**src/rtl/zkey_debouncer_if.sv**
```systemverilog
//==============================================================================
// Module      : zkey_debouncer_if
// Description : Key pad input and debounced press outputs of zkey_debouncer.
// Revision    : 1.0 - initial release
//==============================================================================
`default_nettype none

interface zkey_debouncer_if;
    logic       iKey_N;
    logic       oPressed;
    logic       oShortPulse;
    logic       oLongPulse;
    logic [7:0] oPressCnt;

    modport master (
        output iKey_N,
        input  oPressed,
        input  oShortPulse,
        input  oLongPulse,
        input  oPressCnt
    );

    modport slave (
        input  iKey_N,
        output oPressed,
        output oShortPulse,
        output oLongPulse,
        output oPressCnt
    );
endinterface

`default_nettype wire

```
**src/rtl/zkey_debouncer.sv**
```systemverilog
//==============================================================================
// Module      : zkey_debouncer
// Description : Synchronises and debounces an active-low key; short/long press.
// Revision    : 1.0 - initial release
//==============================================================================
`default_nettype none

module zkey_debouncer #(
    parameter int DEBOUNCE_CYCLES = 1_000_000,
    parameter int LONG_CYCLES     = 150_000_000
) (
    input  wire logic         iClk,
    input  wire logic         iRst_N,
    zkey_debouncer_if.slave   key_if
);

    localparam int DW = $clog2(DEBOUNCE_CYCLES);
    localparam int HW = $clog2(LONG_CYCLES + 1);

    // The cycle in which the edge is first seen counts as stable cycle one,
    // so the debounce counter only has to reach DEBOUNCE_CYCLES-2.
    localparam logic [DW-1:0] c_DB_LAST   = DW'(DEBOUNCE_CYCLES - 2);
    localparam logic [HW-1:0] c_LONG_FIRE = HW'(LONG_CYCLES - 1);
    localparam logic [HW-1:0] c_LONG_SAT  = HW'(LONG_CYCLES);

    typedef enum logic [1:0] {
        IDLE       = 2'd0,
        PRESS_DB   = 2'd1,
        HELD       = 2'd2,
        RELEASE_DB = 2'd3
    } state_t;

    state_t          state_q;
    logic            s1_q;
    logic            s2_q;
    logic [DW-1:0]   dcnt_q;
    logic [HW-1:0]   hcnt_q;
    logic            long_fired_q;
    logic            pressed_q;
    logic            short_q;
    logic            long_q;
    logic [7:0]      press_cnt_q;
    logic [HW-1:0]   hcnt_d;

    // Saturating hold count; registering the pulse on hcnt_d keeps it aligned
    // with the cycle in which the hold reaches LONG_CYCLES.
    assign hcnt_d = (hcnt_q == c_LONG_SAT) ? hcnt_q : hcnt_q + 1'b1;

    always_ff @(posedge iClk) begin
        if (!iRst_N) begin
            state_q      <= IDLE;
            s1_q         <= 1'b1;
            s2_q         <= 1'b1;
            dcnt_q       <= '0;
            hcnt_q       <= '0;
            long_fired_q <= 1'b0;
            pressed_q    <= 1'b0;
            short_q      <= 1'b0;
            long_q       <= 1'b0;
            press_cnt_q  <= 8'd0;
        end else begin
            s1_q    <= key_if.iKey_N;
            s2_q    <= s1_q;
            short_q <= 1'b0;
            long_q  <= 1'b0;

            case (state_q)
                IDLE: begin
                    if (!s2_q) begin
                        state_q <= PRESS_DB;
                        dcnt_q  <= '0;
                    end
                end
                PRESS_DB: begin
                    if (s2_q) begin
                        state_q <= IDLE;
                        dcnt_q  <= '0;
                    end else if (dcnt_q == c_DB_LAST) begin
                        state_q      <= HELD;
                        pressed_q    <= 1'b1;
                        press_cnt_q  <= press_cnt_q + 8'd1;
                        hcnt_q       <= '0;
                        long_fired_q <= 1'b0;
                    end else begin
                        dcnt_q <= dcnt_q + 1'b1;
                    end
                end
                HELD: begin
                    if (s2_q) begin
                        state_q <= RELEASE_DB;
                        dcnt_q  <= '0;
                    end else begin
                        hcnt_q <= hcnt_d;
                        if (hcnt_d == c_LONG_FIRE && !long_fired_q) begin
                            long_q       <= 1'b1;
                            long_fired_q <= 1'b1;
                        end
                    end
                end
                RELEASE_DB: begin
                    // A cycle seen low again is a held cycle, so only the
                    // high cycles of a bounce freeze the hold count.
                    if (!s2_q) begin
                        state_q <= HELD;
                        hcnt_q  <= hcnt_d;
                        if (hcnt_d == c_LONG_FIRE && !long_fired_q) begin
                            long_q       <= 1'b1;
                            long_fired_q <= 1'b1;
                        end
                    end else if (dcnt_q == c_DB_LAST) begin
                        state_q   <= IDLE;
                        pressed_q <= 1'b0;
                        short_q   <= !long_fired_q;
                    end else begin
                        dcnt_q <= dcnt_q + 1'b1;
                    end
                end
                default: state_q <= IDLE;
            endcase
        end
    end

    assign key_if.oPressed    = pressed_q;
    assign key_if.oShortPulse = short_q;
    assign key_if.oLongPulse  = long_q;
    assign key_if.oPressCnt   = press_cnt_q;

endmodule

`default_nettype wire
```
**src/flat_wrapper.sv**
```systemverilog
// flat-port wrapper written by rule: the top's interface ports become plain ports
module zkey_debouncer_flat 
#(
    parameter int DEBOUNCE_CYCLES = 1_000_000,
    parameter int LONG_CYCLES     = 150_000_000
)
  (iClk, iRst_N, key_if_iKey_N, key_if_oPressed, key_if_oShortPulse, key_if_oLongPulse, key_if_oPressCnt);
  zkey_debouncer_if key_if_i ();
  input  wire logic iClk;
  input  wire logic iRst_N;
  input wire logic [$bits(key_if_i.iKey_N)-1:0] key_if_iKey_N;
  output wire logic [$bits(key_if_i.oPressed)-1:0] key_if_oPressed;
  output wire logic [$bits(key_if_i.oShortPulse)-1:0] key_if_oShortPulse;
  output wire logic [$bits(key_if_i.oLongPulse)-1:0] key_if_oLongPulse;
  output wire logic [$bits(key_if_i.oPressCnt)-1:0] key_if_oPressCnt;
  assign key_if_i.iKey_N = key_if_iKey_N;
  assign key_if_oPressed = key_if_i.oPressed;
  assign key_if_oShortPulse = key_if_i.oShortPulse;
  assign key_if_oLongPulse = key_if_i.oLongPulse;
  assign key_if_oPressCnt = key_if_i.oPressCnt;
  zkey_debouncer #(.DEBOUNCE_CYCLES(DEBOUNCE_CYCLES), .LONG_CYCLES(LONG_CYCLES)) u_core (.iClk(iClk), .iRst_N(iRst_N), .key_if(key_if_i));
endmodule
```
**config.mk**
```make
export PLATFORM = sky130hd
export DESIGN_NAME = zkey_debouncer_flat
export DESIGN_NICKNAME = d
export VERILOG_FILES = /design/src/rtl/zkey_debouncer_if.sv /design/src/rtl/zkey_debouncer.sv /design/src/flat_wrapper.sv
export SDC_FILE = /design/constraint.sdc
export NUM_CORES = 1
export LEC_CHECK = 0
export BUFFER_PORTS_ARGS = -buffer_cell sky130_fd_sc_hd__buf_4
export CORE_MARGIN = 2
export CORE_UTILIZATION = 60
export DETAILED_ROUTE_END_ITERATION = 6
export PLACE_DENSITY = 0.82
export SLEW_MARGIN = 10
export SYNTH_ARGS = -nofsm -noshare
export SYNTH_HDL_FRONTEND = slang
export SYNTH_SLANG_ARGS = --single-unit
```
**constraint.sdc**
```tcl
create_clock -name iClk -period 3.8 [get_ports iClk]
set_clock_uncertainty 0.05 [all_clocks]
set_input_delay 0.76 -clock iClk [delete_from_list [all_inputs] [get_ports iClk]]
set_output_delay 0.76 -clock iClk [all_outputs]
set_load 0.03 [all_outputs]
```
---- After elaboration in Yosys (flattened, before gate mapping) ----
Cells that the tools add are included.
operators by class
  add/sub/neg operators ................... 3
  eq/ne operators ......................... 16
  muxes and demuxes ....................... 28
  bitwise logic cells ..................... 3
  reductions and logical operators ........ 14
operator list
  operator                 number
  $mux W28                 4
  $mux W20                 5
  $pmux W20 S4             1
  $eq A28 B28 Y1 const B   2
  $pmux W28 S2             1
  $add A28 B1 Y28 const B  1
  $add A20 B1 Y20 const B  1
  $eq A20 B20 Y1 const B   1
  $mux W2                  6
  $reduce_and A4 Y1        3
  $ne A2 B1 Y1 const B     5
  $reduce_and A5 Y1        2
  $add A8 B1 Y8 const B    1
  $mux W1                  8
  $pmux W2 S4              1
  $ne A2 B2 Y1 const B     3
  $reduce_and A3 Y1        2
  $eq A2 B2 Y1 const B     2
  $pmux W1 S2              2
  $reduce_bool A2 Y1       2
  $ne A3 B1 Y1 const B     1
  $ne A3 B3 Y1 const B     1
  $not A1 Y1               3
  $reduce_or A3 Y1         1
  other kinds (5)          5
word-level totals
  register bits after elaboration ......... 64
  input bits .............................. 3
  output and inout port bits .............. 11
  word-level logic and storage cells ...... 74

---- Depth between registers and ports, before layout ----
  word-level depth ........................ 7
  depth in mapped cells ................... 10
  gate-level depth less buffers ........... 9

---- Worst setup path before layout ----
Ideal clock, no wire load.
  path type ............................... register to register
  from .................................... register u_core.hcnt_q[0]
  to ...................................... register u_core.long_fired_q
  setup time .............................. 58 ps
  arrival time ............................ 2,579 ps
  required time ........................... 3,692 ps
  path slack .............................. 1,113 ps
  stages on the path, launching flop included .. 9
  path buffers ............................ 0
  period minus slack after synthesis ...... 2,687 ps
  cell sequence ........................... dfxtp_1 -> ha_1 -> nand4_1 -> or3_4 -> nor3_4 -> nand2_1 -> or4_1 -> a2111oi_2 -> a31o_2
between the ends
  word-level cells in the longest chain between the ends .. 6
  elaborated cells between the ends (all ways) .. 7
  those cells by class .................... add/sub: 1; eq/ne: 3; mux: 1; reduce/logical: 2
ends and longest elaborated chain
  element                                            RTL line                                     RTL
  start: declaration                                 zkey_debouncer.sv:37                         logic [HW-1:0] hcnt_q;
  start signal: assignment                           zkey_debouncer.sv:93                         hcnt_q <= hcnt_d;
  start signal: assignment                           zkey_debouncer.sv:105                        hcnt_q <= hcnt_d;
  $add A28 B1 Y28 or $eq A28 B28 Y1 (tied branches)  zkey_debouncer.sv:47                         assign hcnt_d = (hcnt_q == c_LONG_SAT) ? hcnt_q : hcnt_q + 1'b1;
  $mux W28 *                                         zkey_debouncer.sv:47
  $eq A28 B28 Y1 *                                   zkey_debouncer.sv:94, zkey_debouncer.sv:106
  $logic_and A1 B1 Y1 *                              zkey_debouncer.sv:94, zkey_debouncer.sv:106
  $ne A2 B1 Y1 (no source line) *                    -
  $reduce_and A5 Y1 (no source line) *               -
  end signal: assignment                             zkey_debouncer.sv:83                         long_fired_q <= 1'b0;
  end signal: assignment                             zkey_debouncer.sv:96                         long_fired_q <= 1'b1;
  end signal: assignment                             zkey_debouncer.sv:108                        long_fired_q <= 1'b1;
  end: declaration                                   zkey_debouncer.sv:38                         logic long_fired_q;
Mark *: on every way between the ends. The rest lies on a longest branch, timed or not.
A chain may end at the register's enable or synchronous reset.

---- Final worst setup path ----
  from .................................... register u_core.hcnt_q[1]
  to ...................................... register u_core.long_fired_q
Same word-level chain as after synthesis.

==> reports/metrics.csv <==
metric,value,unit
Final Hold Fails,0,
max incr delay on CP,510,ps
CP startpoint kind,register,
WL/cell,15.8,µm
fmax,330,MHz
"EDFF count, synth",0,
met3 wire length,443,µm
IO buf count,13,
row cnt,29,
"Hold-fix buffers, CTS",0,
crit path time final,3030,ps
# IOs,14,
RR Endpoint,u_core.long_fired_q,
crit path capture type,register,
vias in the first global route,3363,
clk root buf,clkbuf_8,
period utilization,79.8,%
WL final,9130,µm
CP max-delay cell,or3_4,
Mapped Cells,500,
fin cells,577,
DRT iter0 DRCs,392,
final net count,503,
PostCTS Resize Cnt,0,
postcts setup bufs,0,
"commonest non-fill, non-tap cell in the layout",dfxtp_1,
Crit Path Category,register to register,
initial antenna violation count,0,
worst-case clock buffer depth,2,
die height,83.8,µm
vias,3689,
wl on met1,4020,µm
Final Cell Area,4110,µm²
crit path DAT,3280,ps
most frequent cells in the layout,"dfxtp_1, nand2_1, o21ai_0",
Main synth FF type,dfxtp_1,
Pre-Repair DR Iteration Count,5,
CTS Sinks,64,
Top Layer Used,met4,
CTS tree,yes,
first-pass GRT wire length,15300,µm
placed inst area,3920,µm²
max-cap viol count,0,
Final TNS setup,0,ps
Initial Util,61.3,%
status,finished clean,
Mean Syn Cell Area,7.65,µm²
synthesis-to-layout area growth,7.56,%
met2 WL,4420,µm
net count after synthesis,508,
Slew HR,31.3,%
critical path startpoint,u_core.hcnt_q[1],
leakage power,1.35,nW
mapped cell area,3820,µm²
Synth warnings,0,
setup repair after global routing missed its margin,no,
Post-route DRC,0,
P per Cell Area,314,nW/µm²
gp weighted congestion,0.958,
Worst Tran Pin Value,1030,ps
gr ovfl total,0,
R2R Setup Slk,770,ps
Post-synth ARST share,0,%
count of final setup violators,0,
largest net degree at the start of global routing,51,
die area,7030,µm²
count of cell types in the netlist,52,
Max Slew Vio Count,0,
fill cell count,546,
die outline width,83.8,µm
DP Worst Slack,804,ps
Final Worst Setup Slack,767,ps
hpwl dp,6200,µm
share of layout cells above drive strength 1,9.00,%
n_diodes,0,
Vias/cell,6.39,
core box area,6240,µm²
Synth Register Bits,64,
Worst Hold Class,register to register,
FF-to-FF path depth,8,
Antenna Nets Post-Route,0,
CP Cell Sequence,ha_1 -> nand4_1 -> or3_4 -> nor3_4 -> nand2_1 -> or4_1 -> a2111oi_2 -> a31o_2,
dpl cells,561,
worst r2r src,u_core.hcnt_q[1],
Num CTS Buffers,9,
Worst Path Required,4050,ps
Setup crit end,u_core.long_fired_q,
Clock transition at path regs,80,ps
Worst-Skew Late Latency,350,ps
GRT Overall Usage,26.4,%
critical-path maximum fanout,8,
sequential share of the synthesized area,33.5,%
H-tree levels,3,
"IR drop worst, VDD",272,µV
## cell type report
cell class | instances | area, µm² | area share (%)
multi-input combinational | 389 | 2360 | 57.4
sequential | 64 | 1280 | 31.2
clock buffer | 9 | 124 | 3.01
timing repair buffer | 16 | 120 | 2.92
tap | 77 | 96.3 | 2.34
clock inverter | 7 | 72.6 | 1.76
inverter | 15 | 56.3 | 1.37
## cells in the mapped netlist, types with 5 or more instances
| cell type | count | area [µm²] |
|---|---|---|
| and4_1 | 6 | 52.6 |
| inv_1 | 15 | 56.3 |
| nand2_1 | 48 | 180 |
| nor3_1 | 18 | 90.1 |
| and3_1 | 8 | 50.1 |
| and2_1 | 12 | 75.1 |
| dfxtp_1 | 64 | 1280 |
| nand3_1 | 24 | 120 |
| nor2_1 | 34 | 128 |
| a21boi_0 | 10 | 75.1 |
| xnor2_1 | 13 | 114 |
| nand4_1 | 15 | 93.8 |
| xor2_1 | 7 | 61.3 |
| or4_1 | 7 | 52.6 |
| nor2b_1 | 13 | 81.3 |
| a31oi_1 | 10 | 62.6 |
| o21ai_0 | 40 | 200 |
| a21oi_1 | 30 | 150 |
| clkbuf_1 | 29 | 109 |
| nor4_1 | 10 | 62.6 |
| a22oi_1 | 6 | 45.0 |
| or3_1 | 15 | 93.8 |
| ha_1 | 5 | 62.6 |
## through the flow
stage	util, %	hold WS, ps	total power [mW]
floorplan	-	336	0.715
global route	65.9	381	1.33
global placement	62.8	350	0.721
CTS	65.9	375	1.30
finish	65.9	369	1.29
detailed placement	62.8	353	0.722
## worst max-delay path, delay by kind of cell, from the launching register on
| family | cells | cell delay [ps] |
|---|---|---|
| AOI/OAI and AO/OA | 2 | 580 |
| adders and majority gates | 1 | 310 |
| DFF | 1 | 410 |
| and+or+nand+nor | 5 | 1630 |
## power by group
part | switching [mW] | internal [mW] | total, mW
logic | 0.0183 | 0.0104 | 0.0287
registers | 0.00489 | 0.673 | 0.678
clock network | 0.283 | 0.302 | 0.585
total | 0.306 | 0.985 | 1.29
## metal layers
metal | vias up | track usage, %
met3 | 29 | 5.44
met5 | - | 0
met1 | 1732 | 33.5
met4 | 0 | 12.5
met2 | 121 | 42.9
li1 | 1807 | -
## worst min path at each step
stage                start          end  cells past startpoint
2_1_floorplan  u_core.s1_q  u_core.s2_q                      1
3_3_place_gp   u_core.s1_q  u_core.s2_q                      1
3_5_place_dp   u_core.s1_q  u_core.s2_q                      1
4_1_cts        u_core.s1_q  u_core.s2_q                      1
5_1_grt        u_core.s1_q  u_core.s2_q                      1
6_report       u_core.s1_q  u_core.s2_q                      1
## cells by family (layout without fill, tap and decap cells)
family / Yosys count / in the layout / synth area share [%]
adder cells (fa/ha/maj): 5 / 5 / 1.64
AND/OR/NAND/NOR: 238 / 238 / 34.9
buffers and inverters: 47 / 47 / 4.71
AO/OA/AOI/OAI: 124 / 124 / 20.2
XOR/XNOR: 20 / 20 / 4.58
flip-flops: 64 / 64 / 33.5
multiplexers: 2 / 2 / 0.524
## sequential cells by signal, indices dropped and copies added, names as in the netlist, named ones only
signal / flops
u_core.long_fired_q: 1
u_core.s2_q: 1
u_core.state_q: 1
u_core.key_if.oShortPulse: 1
u_core.s1_q: 1
u_core.key_if.oPressed: 1
u_core.dcnt_q: 20
u_core.key_if.oLongPulse: 1
u_core.hcnt_q: 28
u_core.key_if.oPressCnt: 8
Note: power is estimated with default switching activity, not from simulation.
